[src/rtl/turn_phase_timer.sv]
// Battle turn sequencer: a timed DODGE phase, a MENU phase that waits for an attack
// (with an optional timeout), and an OVER phase that records who won.
module turn_phase_timer #(
    parameter int          DODGE_CYCLES = 125000000,
    parameter int          MENU_CYCLES  = 0,
    parameter int          CNT_W        = 27,
    parameter int          ROUND_W      = 8,
    parameter logic [2:0]  START_SCENE  = 3'b100
) (
    input  logic               i_clk,
    input  logic               i_rst,
    input  logic [2:0]         i_scene,
    input  logic               i_attack,
    input  logic               i_character_alive,
    input  logic               i_monster_alive,
    input  logic               i_pause,
    output logic [1:0]         o_state_game,
    output logic [CNT_W-1:0]   o_time_left,
    output logic [ROUND_W-1:0] o_round,
    output logic               o_phase_pulse,
    output logic [1:0]         o_result
);

    typedef enum logic [1:0] {
        DODGE = 2'd0,
        MENU  = 2'd1,
        OVER  = 2'd2
    } phase_t;

    localparam logic [1:0] RESULT_NONE = 2'b00;
    localparam logic [1:0] RESULT_WON  = 2'b01;
    localparam logic [1:0] RESULT_LOST = 2'b10;

    localparam logic [CNT_W-1:0] DODGE_LOAD = CNT_W'(DODGE_CYCLES - 1);
    localparam logic [CNT_W-1:0] MENU_LOAD  =
        (MENU_CYCLES != 0) ? CNT_W'(MENU_CYCLES - 1) : '0;
    localparam logic MENU_TIMED = (MENU_CYCLES != 0);

    phase_t             state, state_next;
    logic [CNT_W-1:0]   time_left, time_next;
    logic [ROUND_W-1:0] round, round_next;
    logic [1:0]         result, result_next;
    logic               pulse;

    logic both_alive;
    assign both_alive = i_character_alive && i_monster_alive;

    // NOTE: every output is assigned a default first, so no path through the
    // case statement can leave a signal unassigned and infer a latch.
    always_comb begin
        state_next  = state;
        time_next   = time_left;
        round_next  = round;
        result_next = result;

        unique case (state)
            DODGE, MENU: begin
                if (!both_alive) begin
                    state_next  = OVER;
                    result_next = i_character_alive ? RESULT_WON : RESULT_LOST;
                end else if (!i_pause) begin
                    if (state == DODGE) begin
                        if (time_left == '0) begin
                            state_next = MENU;
                            time_next  = MENU_LOAD;
                        end else begin
                            time_next = time_left - 1'b1;
                        end
                    end else if (i_attack || (MENU_TIMED && time_left == '0)) begin
                        // An expired menu timer forfeits the turn just like an attack ends it.
                        state_next = DODGE;
                        time_next  = DODGE_LOAD;
                        if (round != '1) begin
                            round_next = round + 1'b1;
                        end
                    end else if (MENU_TIMED) begin
                        time_next = time_left - 1'b1;
                    end
                end
            end
            default: begin
                if (i_scene == START_SCENE && both_alive) begin
                    state_next  = DODGE;
                    time_next   = DODGE_LOAD;
                    round_next  = '0;
                    result_next = RESULT_NONE;
                end
            end
        endcase
    end

    // NOTE: state registers use non-blocking assignments so every flop samples
    // the pre-edge values of the others, independent of statement order.
    always_ff @(posedge i_clk or posedge i_rst) begin
        if (i_rst) begin
            state     <= OVER;
            time_left <= '0;
            round     <= '0;
            result    <= RESULT_NONE;
            pulse     <= 1'b0;
        end else begin
            state     <= state_next;
            time_left <= time_next;
            round     <= round_next;
            result    <= result_next;
            pulse     <= (state_next != state);
        end
    end

    assign o_state_game  = state;
    assign o_time_left   = time_left;
    assign o_round       = round;
    assign o_result      = result;
    assign o_phase_pulse = pulse;

endmodule

[config.mk]
export PLATFORM = sky130hd
export DESIGN_NAME = turn_phase_timer
export DESIGN_NICKNAME = d
export VERILOG_FILES = /design/src/rtl/turn_phase_timer.sv
export SDC_FILE = /design/constraint.sdc
export NUM_CORES = 1
export LEC_CHECK = 0
export ABC_AREA = 1
export BUFFER_PORTS_ARGS = -buffer_cell sky130_fd_sc_hd__buf_2
export CAP_MARGIN = 20
export CORE_MARGIN = 10
export CORE_UTILIZATION = 50
export DETAILED_ROUTE_END_ITERATION = 8
export GPL_TIMING_DRIVEN = 0
export MAX_ROUTING_LAYER = met4
export PLACE_DENSITY = 0.76
export SYNTH_ARGS = -nofsm -noshare
export SYNTH_HDL_FRONTEND = slang
export SYNTH_SLANG_ARGS = --single-unit
export TNS_END_PERCENT = 20
[constraint.sdc]
create_clock -name i_clk -period 1.6 [get_ports i_clk]
set_input_delay 0.24 -clock i_clk [delete_from_list [all_inputs] [get_ports i_clk]]
set_output_delay 0.24 -clock i_clk [all_outputs]
set_load 0.005 [all_outputs]
==> Yosys cells after proc, flatten, opt, wreduce, memory -nomap -nowiden <==
Cells that the tools add are included.
{ "word_totals": {"ff_bits": 40, "input_bits": 9, "out_inout_bits": 40, "word_cells": 52} }
{ "op_classes": {"add_sub_neg": 2, "n_eq_ne": 11, "muxes": 25, "n_reduce_logical": 9} }
{ "ops": {"columns": ["operator", "count"], "rows": [
  ["27-bit two-way mux", 7],
  ["8-bit two-way mux", 7],
  ["27-bit zero test", 1],
  ["27-bit by 1-bit subtractor with 27-bit output (second input constant)", 1],
  ["2-bit two-way mux", 11],
  ["2-bit inequality test (second input constant)", 6],
  ["8-bit by 1-bit adder with 8-bit output (second input constant)", 1],
  ["8-bit inequality test (second input constant)", 1],
  ["6-bit AND reduction", 1],
  ["4-bit AND reduction", 1],
  ["3-bit == test (second input constant)", 1],
  ["3-bit inequality test (second input constant)", 1],
  ["2-bit by 1-bit == test with 1-bit output (second input constant)", 1],
  ["1-bit logical AND", 2],
  ["2-bit zero test", 1],
  ["2-bit inequality test", 1],
  ["2-bit AND reduction", 1],
  ["2-bit nonzero test", 1],
  ["2-bit OR reduction", 1]
]} }

==> Depth between registers and ports, before layout <==
Gate-level depths: netlist of the first run.
{ "depth": {"depth_word": 7, "ltp_mapped": 11, "mapped_depth_nobuf": 11} }

==> Least setup slack after synthesis of the first run <==
No wires, ideal clock.
{ "synth_path": {"kind": "reg2reg", "start": "register time_left[0] (netlist: o_time_left[0])", "end": "register time_left[9] (netlist: o_time_left[9])", "setup_ns": 0.113, "arrival_ns": 1.408, "required_time_ns": 1.487, "slack_ns": 0.079, "stages_incl_launch_ff": 10, "path_buffers": 0, "synth_period_minus_slack_ns": 1.521, "cell_sequence": "dfrtp_1 -> inv_1 -> ha_1 -> nand3_1 -> nor2_2 -> nand2_4 -> a21oi_4 -> inv_2 -> nand2_1 -> inv_1"} }
{ "synth_via": {"elab_chain_cells": 6, "elab_cells_between_ends": 7, "classes_between": "add/sub (1); mux (5); reduce/logical (1)"} }
{ "synth_lines": {"columns": ["item", "line", "source"], "rows": [
  ["start: declaration", "40", "logic [CNT_W-1:0] time_left, time_next;"],
  ["start signal: assignment", "103", "time_left <= time_next;"],
  ["27-bit by 1-bit subtractor with 27-bit output or 27-bit zero test (tied branches)", "67, 63", null],
  ["27-bit two-way mux *", "63", "if (time_left == '0) begin"],
  ["27-bit two-way mux *", "62", "if (state == DODGE) begin"],
  ["27-bit two-way mux *", "61", "end else if (!i_pause) begin"],
  ["27-bit two-way mux *", "58", "if (!both_alive) begin"],
  ["27-bit two-way mux *", "56", "unique case (state)"]
]} }
Mark *: on every way between the ends. The rest lies on a longest branch, timed or not. The select of a mux whose other input is x is not followed.
A chain may end at the register's enable or synchronous reset.

==> Final worst setup path of the first run <==
{ "layout_path": {"start": "register time_left[2] (netlist: o_time_left[2])", "end": "register time_left[10] (netlist: o_time_left[10])"} }
Same word-level chain as after synthesis.

==> results of run 1 <==
==> logic make-up after synthesis <==
group | count (synthesis)
AOI/OAI and AO/OA | 42
DFF | 40
adders and majority gates | 3
buffers and inverters | 55
and+or+nand+nor | 210
xor gates and xnor gates | 13
==> placed cells by master, fill, tap and decap left out, drive strengths merged <==
cell,Yosys,final
nand2,88,88
nor3,4,4
nand3,36,36
dfrtp,39,39
ha,3,3
and2,2,2
or2,2,2
dfstp,1,1
a21oi,13,13
nor2,68,68
nand3b,2,2
buf,5,73
and3,2,2
clkbuf,0,6
clkinv,1,1
o21ai,16,16
clkinvlp,0,2
a22oi,5,5
o21bai,2,2
inv,49,49
nand4,6,6
xor2,11,11
o22ai,6,6
xnor2,2,2
==> what timing repair did <==
action / in CTS / in global routing
endpoints found under the setup margin: 28 / 36
setup buffers: 3 / 17
pin swaps: 3 / 9
resized for setup: 12 / 55
gates cloned: 0 / 0
==> sequential cells by signal, summed over array words and instances (netlist names) <==
register       count
o_time_left       27
o_round            8
o_result           2
o_state_game       2
o_phase_pulse      1
==> metrics by stage <==
| step | utilization [%] | instances |
|---|---|---|
| final | 67.39 | 509 |
| after detailed placement | 58.28 | 481 |
| after floorplan | - | 363 |
| after global placement | 58.28 | 481 |
| after CTS | 61.37 | 492 |
| after global routing | 67.39 | 509 |
==> power by group <==
part           total [mW]  leakage [nW]  switching (mW)  internal (mW)
sequential           1.23         0.464           0.124           1.10
clock               0.742        0.0434           0.393          0.350
combinational       0.637          1.14           0.358          0.279
==> worst max-delay path, delay by kind of cell, from the launching register on <==
family | cells | cell delay, ns
AO/OA/AOI/OAI | 1 | 0.18
AND/OR/NAND/NOR | 5 | 0.46
flip-flops | 1 | 0.45
buffers and inverters | 3 | 0.41
==> how the worst max path moves through the flow <==
stage,from,end,slack (ns),cells past startpoint
after floorplan,o_time_left[0],o_time_left[9],0.08,9
after global placement,o_time_left[0],o_time_left[8],-0.16,7
after detailed placement,o_time_left[0],o_time_left[8],-0.20,7
after CTS,o_time_left[0],o_time_left[18],-0.04,9
after global routing,o_time_left[4],o_time_left[21],-0.12,8
final,o_time_left[2],o_time_left[10],-0.02,9
==> metal layers <==
metal  part of all wire, %  routed length, um  GRT usage [%]  up-vias
li1                      -                  -              -     1303
met1                    41               3136          19.26     1296
met2                    50               3886          27.45      109
met3                   6.7                521          3.632       20
met4                   2.4                183          6.170        0
met5                     0                  0              -        -
==> layout make-up <==
cell class	instances	area [um^2]
buffer	5	48.80
clock buffer	6	82.58
clock inverter	2	15.01
fill	434	1665
inverter	50	193.9
multi-input combinational	268	1577
sequential	40	1020
tap	70	87.58
timing repair buffer	68	417.9
==> results.md, run 1 <==
* Status: finished, violations left
* Violated checks: negative setup slack
* Worst skew pair latency at 0.31 ns
* Final HPWL DP at 5.151 mm
* Critical path startpoint category: flop
* DRC viols at 0
* Max_cap viols at 0
* Die area at 8609 um^2
* CP required at 1.79 ns
* Maximum vdd drop at 546.0 uV
* Synth top cells by count: nand2_1 (82), nor2_1 (51), inv_1 (42)
* Antenna viol nets, final at 0
* Fin Hold WS at 0.09268 ns
* Buffers on Ports at 48
* Crit-path max FO at 4
* Xor and xnor area share after synthesis at 4.299%
* Worst Clk Skew at 0.01557 ns
* Arrival time worst endpoint at 1.81 ns
* Gr usage total at 16.59%
* Worst-Margin Slew at 0.8452 ns
* Number of flops mapped to enable cells by yosys at 0
* CP Class: flop to flop
* Adder-cell share of the synthesized area at 1.417%
* Syn Inst Count at 363
* Worst hold path class: input port to async pin
* Mux cell area share after synthesis at 0%
* Fmax at 0.6179 GHz
* Post-synthesis compound-gate area fraction at 9.589%
* Max H-tree Level at 2
* Post-Syn Area at 2649 um^2
* CTS Root Cell: clkbuf_8
* Core area at 5107 um^2
* Vias at 2728
* Largest cells by area after synthesis: dfrtp_1 (37%), nand2_1 (12%), nor2_1 (7.2%)
* Synth Flop Type: dfrtp_1
* Ant diodes at 0
* Die X at 92.79 um
* Final setup margin at -0.01826 ns
* Worst path slowest cell: dfrtp_2
* Critical Path End Type: flop
* Max-slew violations at 0
* Fin crit share at 101.1%
* Num CTS Buffers at 5
* Largest family of logic cells by synthesized area: simple AND/OR/NAND/NOR gates
* Starting Density at 51.86%
* Relative slew slack at 43.57%
* Largest net degree at the start of global routing at 41
* CTS tree: built
* Placed inst area at 2977 um^2
* Top-count cell post-synth: nand2_1
* Simple-gate portion of the synthesized area at 38.21%
* Pleak at 1.646 nW
* Reg2reg start: o_time_left[2]
* Die Y at 92.79 um
* Ys async rst share at 100.0%
* Post-Syn Area per Cell at 7.297 um^2
* Router iterations before antenna repair at 4
* Final hold violation count at 0
* Pwr Density at 757.4 nW/um^2
* Flop-to-flop setup slack at -0.02 ns
* Final setup violation count at 10
* Vias in the first global route at 2573
* Synth cell types at 36
* Placer Congestion at 0.9002
* Total global routing overflow at 0
* Wirelength per Cell at 15.18 um
* Global-route wire length before repair at 11.58 mm
* Fin nets at 450
* Max clock buf depth at 2
* Number of cell rows at 26
* Area Growth Syn to Fin at 29.95%
* Yosys top cell by area: dfrtp_1
* Initial antenna violation count at 0
* I/O pin count at 49
* Post-synthesis sequential area ratio at 37.84%
* RSZ-0062 raised after global routing: yes
* Crit path time final at 1.618 ns
* Clock sinks at 40
* Total wire length at 7.728 mm
* DRT iter0 DRCs at 219
* Post-DR vias/cell at 5.360
* R2R Path End: o_time_left[10]
* Placement Setup Slack at -0.2023 ns
* Design Area, Final at 3442 um^2
* Syn_nets at 375
* Proportion of layout cells with a drive suffix above 1 at 37.59%
* Yosys warns at 0
* Clock slew at reported path FFs at 0.10 ns
* CP max stage delay at 0.45 ns
* Reg2Reg Depth at 9
* Final Power at 2.607 mW
* Setup TNS at -0.1108 ns
* CP Cell Sequence: nor2_4, buf_12, nand3_2, nor2_2, buf_4, nand2_4, a21oi_4, buf_6, nor2_1
* Yosys top cell area share at 36.84%
* Synthesized flop and latch total at 40
* Hold buffers post-CTS at 0
Power figures use the tool's default switching activity.
==> inputs of run 2 (changes only) <==
- CAP_MARGIN: 20 -> default
- CELL_PAD_IN_SITES_DETAIL_PLACEMENT: default -> 2
- CELL_PAD_IN_SITES_GLOBAL_PLACEMENT: default -> 2
- CORE_UTILIZATION: 50 -> 28
- PLACE_DENSITY: 0.76 -> default
- PLACE_DENSITY_LB_ADDON: default -> 0.1
==> results.md, run 2 (same netlist as run 1, synthesis figures left out) <==
* Arrival time worst endpoint at 1.90 ns (+0.09 ns)
* Pleak at 1.713 nW (+4.1%)
* DRC viols at 0 (unchanged)
* Ant diodes at 0 (unchanged)
* Max-slew violations at 0 (unchanged)
* Final HPWL DP at 7.203 mm (+40%)
* Worst-Margin Slew at 0.2956 ns (-0.5497 ns)
* Final setup margin at -0.09912 ns (-0.08086 ns)
* Final hold violation count at 0 (unchanged)
* HP Start: i_character_alive
* Post-DR vias/cell at 4.795 (-11%)
* CP required at 1.80 ns (about the same)
* Flop-to-flop setup slack at -0.1 ns (-0.08 ns)
* Maximum vdd drop at 324.2 uV (-41%)
* CP Class: flop to flop
* # fillers at 1078 (+150%)
* Total global routing overflow at 0 (unchanged)
* Die Y at 117.3 um (+26%)
* Max_cap viols at 0 (unchanged)
* Num CTS Buffers at 5 (unchanged)
* Critical path startpoint category: flop
* Final Power at 2.815 mW (+8.0%)
* Area Growth Syn to Fin at 41.85%
* Max H-tree Level at 2 (unchanged)
* Fin Hold WS at 0.1394 ns (+0.04677 ns)
* Fin nets at 467 (+3.8%)
* Util after Layout at 40.66% (-27 points)
* Largest register FFs at 27 (unchanged)
* Violated checks: negative setup slack
* Gr usage total at 15.81% (-0.78 points)
* Max clock buf depth at 2 (unchanged)
* Total wire length at 10.68 mm (+38%)
* Reg2reg start: o_time_left[3]
* Wirelength per Cell at 18.26 um (+20%)
* Crit-path max FO at 7 (+3)
* Setup TNS at -0.6104 ns (-0.4996 ns)
* Critical Path End Type: flop
* Worst hold path class: input port to flop
* Starting Density at 28.67% (-23 points)
* I/O pin count at 49 (unchanged)
* Buffers on Ports at 48 (unchanged)
* Antenna viol nets, final at 0 (unchanged)
* Die X at 117.3 um (+26%)
* Router iterations before antenna repair at 4 (unchanged)
* Global-route wire length before repair at 16.42 mm (+42%)
* Fmax at 0.5885 GHz (-4.8%)
* Proportion of layout cells with a drive suffix above 1 at 42.11% (+4.5 points)
* Clock slew at reported path FFs at 0.09 ns (about the same)
* Commonest cells after routing, fill and taps aside: nand2_1 (74), buf_2 (48), nor2_1 (42), inv_1 (35), buf_4 (35)
* Worst Clk Skew at 0.01209 ns (-0.003483 ns)
* WHS Path Cells at 2
* Core area at 9240 um^2 (+81%)
* Relative slew slack at 80.25% (+37 points)
* Crit path time final at 1.699 ns (+0.08086 ns)
* Worst skew pair latency at 0.31 ns (about the same)
* Vias at 2805 (+2.8%)
* RSZ-0062 raised after global routing: yes
* Status: finished, violations left
* Die area at 13750 um^2 (+60%)
* Worst hold endpoint: o_result[1]
* Final setup violation count at 18 (+8)
* Number of cell rows at 35 (+35%)
* Most common cell after layout, fill and taps aside: nand2_1
* CTS Root Cell: clkbuf_8
* Initial antenna violation count at 0 (unchanged)
* Largest net degree at the start of global routing at 34 (-17%)
* Vias in the first global route at 3061 (+19%)
* Placer Congestion at 0.7677 (-15%)
* Pwr Density at 749.1 nW/um^2 (-1.1%)
* Clock sinks at 40 (unchanged)
* CTS tree: built
* DRT iter0 DRCs at 121 (-45%)
* Reg2Reg Depth at 9 (unchanged)
* Fin crit share at 106.2% (+5.1 points)
* R2R Path End: o_time_left[19]
## run 2: worst max-delay path by stage
stage,start,to
after floorplan,o_time_left[0],o_time_left[9]
after global placement,i_rst,o_time_left[21]
after detailed placement,o_time_left[0],o_time_left[8]
after CTS,o_time_left[11],o_time_left[9]
after global routing,o_time_left[3],o_time_left[17]
final,o_time_left[3],o_time_left[19]
## run 2: final cells by class
cell class                      count  area [um^2]  area share, %
Timing Repair Buffer               85        545.5          14.52
Clock inverter                      3        42.54          1.132
Sequential cell                    40         1023          27.24
Inverter                           50        198.9          5.295
Tap cell                          129        161.4          4.296
Multi-Input combinational cell    268         1648          43.86
Clock buffer                        5        68.82          1.832
Buffer                              5        68.82          1.832
## run 2: critical path: stages (launching register included)
cell and delay (ns):
dfrtp_1 0.42, nor2_4 0.20, buf_12 0.13, nand4_4 0.11, nor2_4 0.26, buf_4 0.15, nand3_2 0.08, xnor2_2 0.15
nand2_1 0.05, nand2_1 0.04
## run 2: power breakdown
part	internal, mW	switching (mW)
registers	1.11	0.120
logic	0.313	0.394
clock network	0.463	0.418
## run 2: through the flow
stage	instance area, um^2	instances	setup slack [ns]
final	3757	585	-0.09912
after global routing	3757	585	-0.2080
after CTS	3510	573	-0.04695
after detailed placement	3070	541	-0.2714
after global placement	3050	540	-0.3152
after floorplan	2649	363	0.07904
## run 2: routing by layer
| metal | up-vias | wire [um] | track usage, % |
|---|---|---|---|
| li1 | 1341 | - | - |
| met1 | 1404 | 4406 | 17.56 |
| met2 | 49 | 5676 | 28.45 |
| met3 | 11 | 462 | 3.772 |
| met4 | 0 | 137 | 2.718 |
| met5 | - | 0 | - |
## run 2: repair_timing
| action | in CTS | in global routing |
|---|---|---|
| hold endpoints to repair | 7 | 0 |
| pin swaps | 18 | 25 |
| setup endpoints to repair | 36 | 37 |
| resized for setup | 45 | 42 |
| setup buffers | 23 | 12 |
| hold buffers | 1 | 0 |
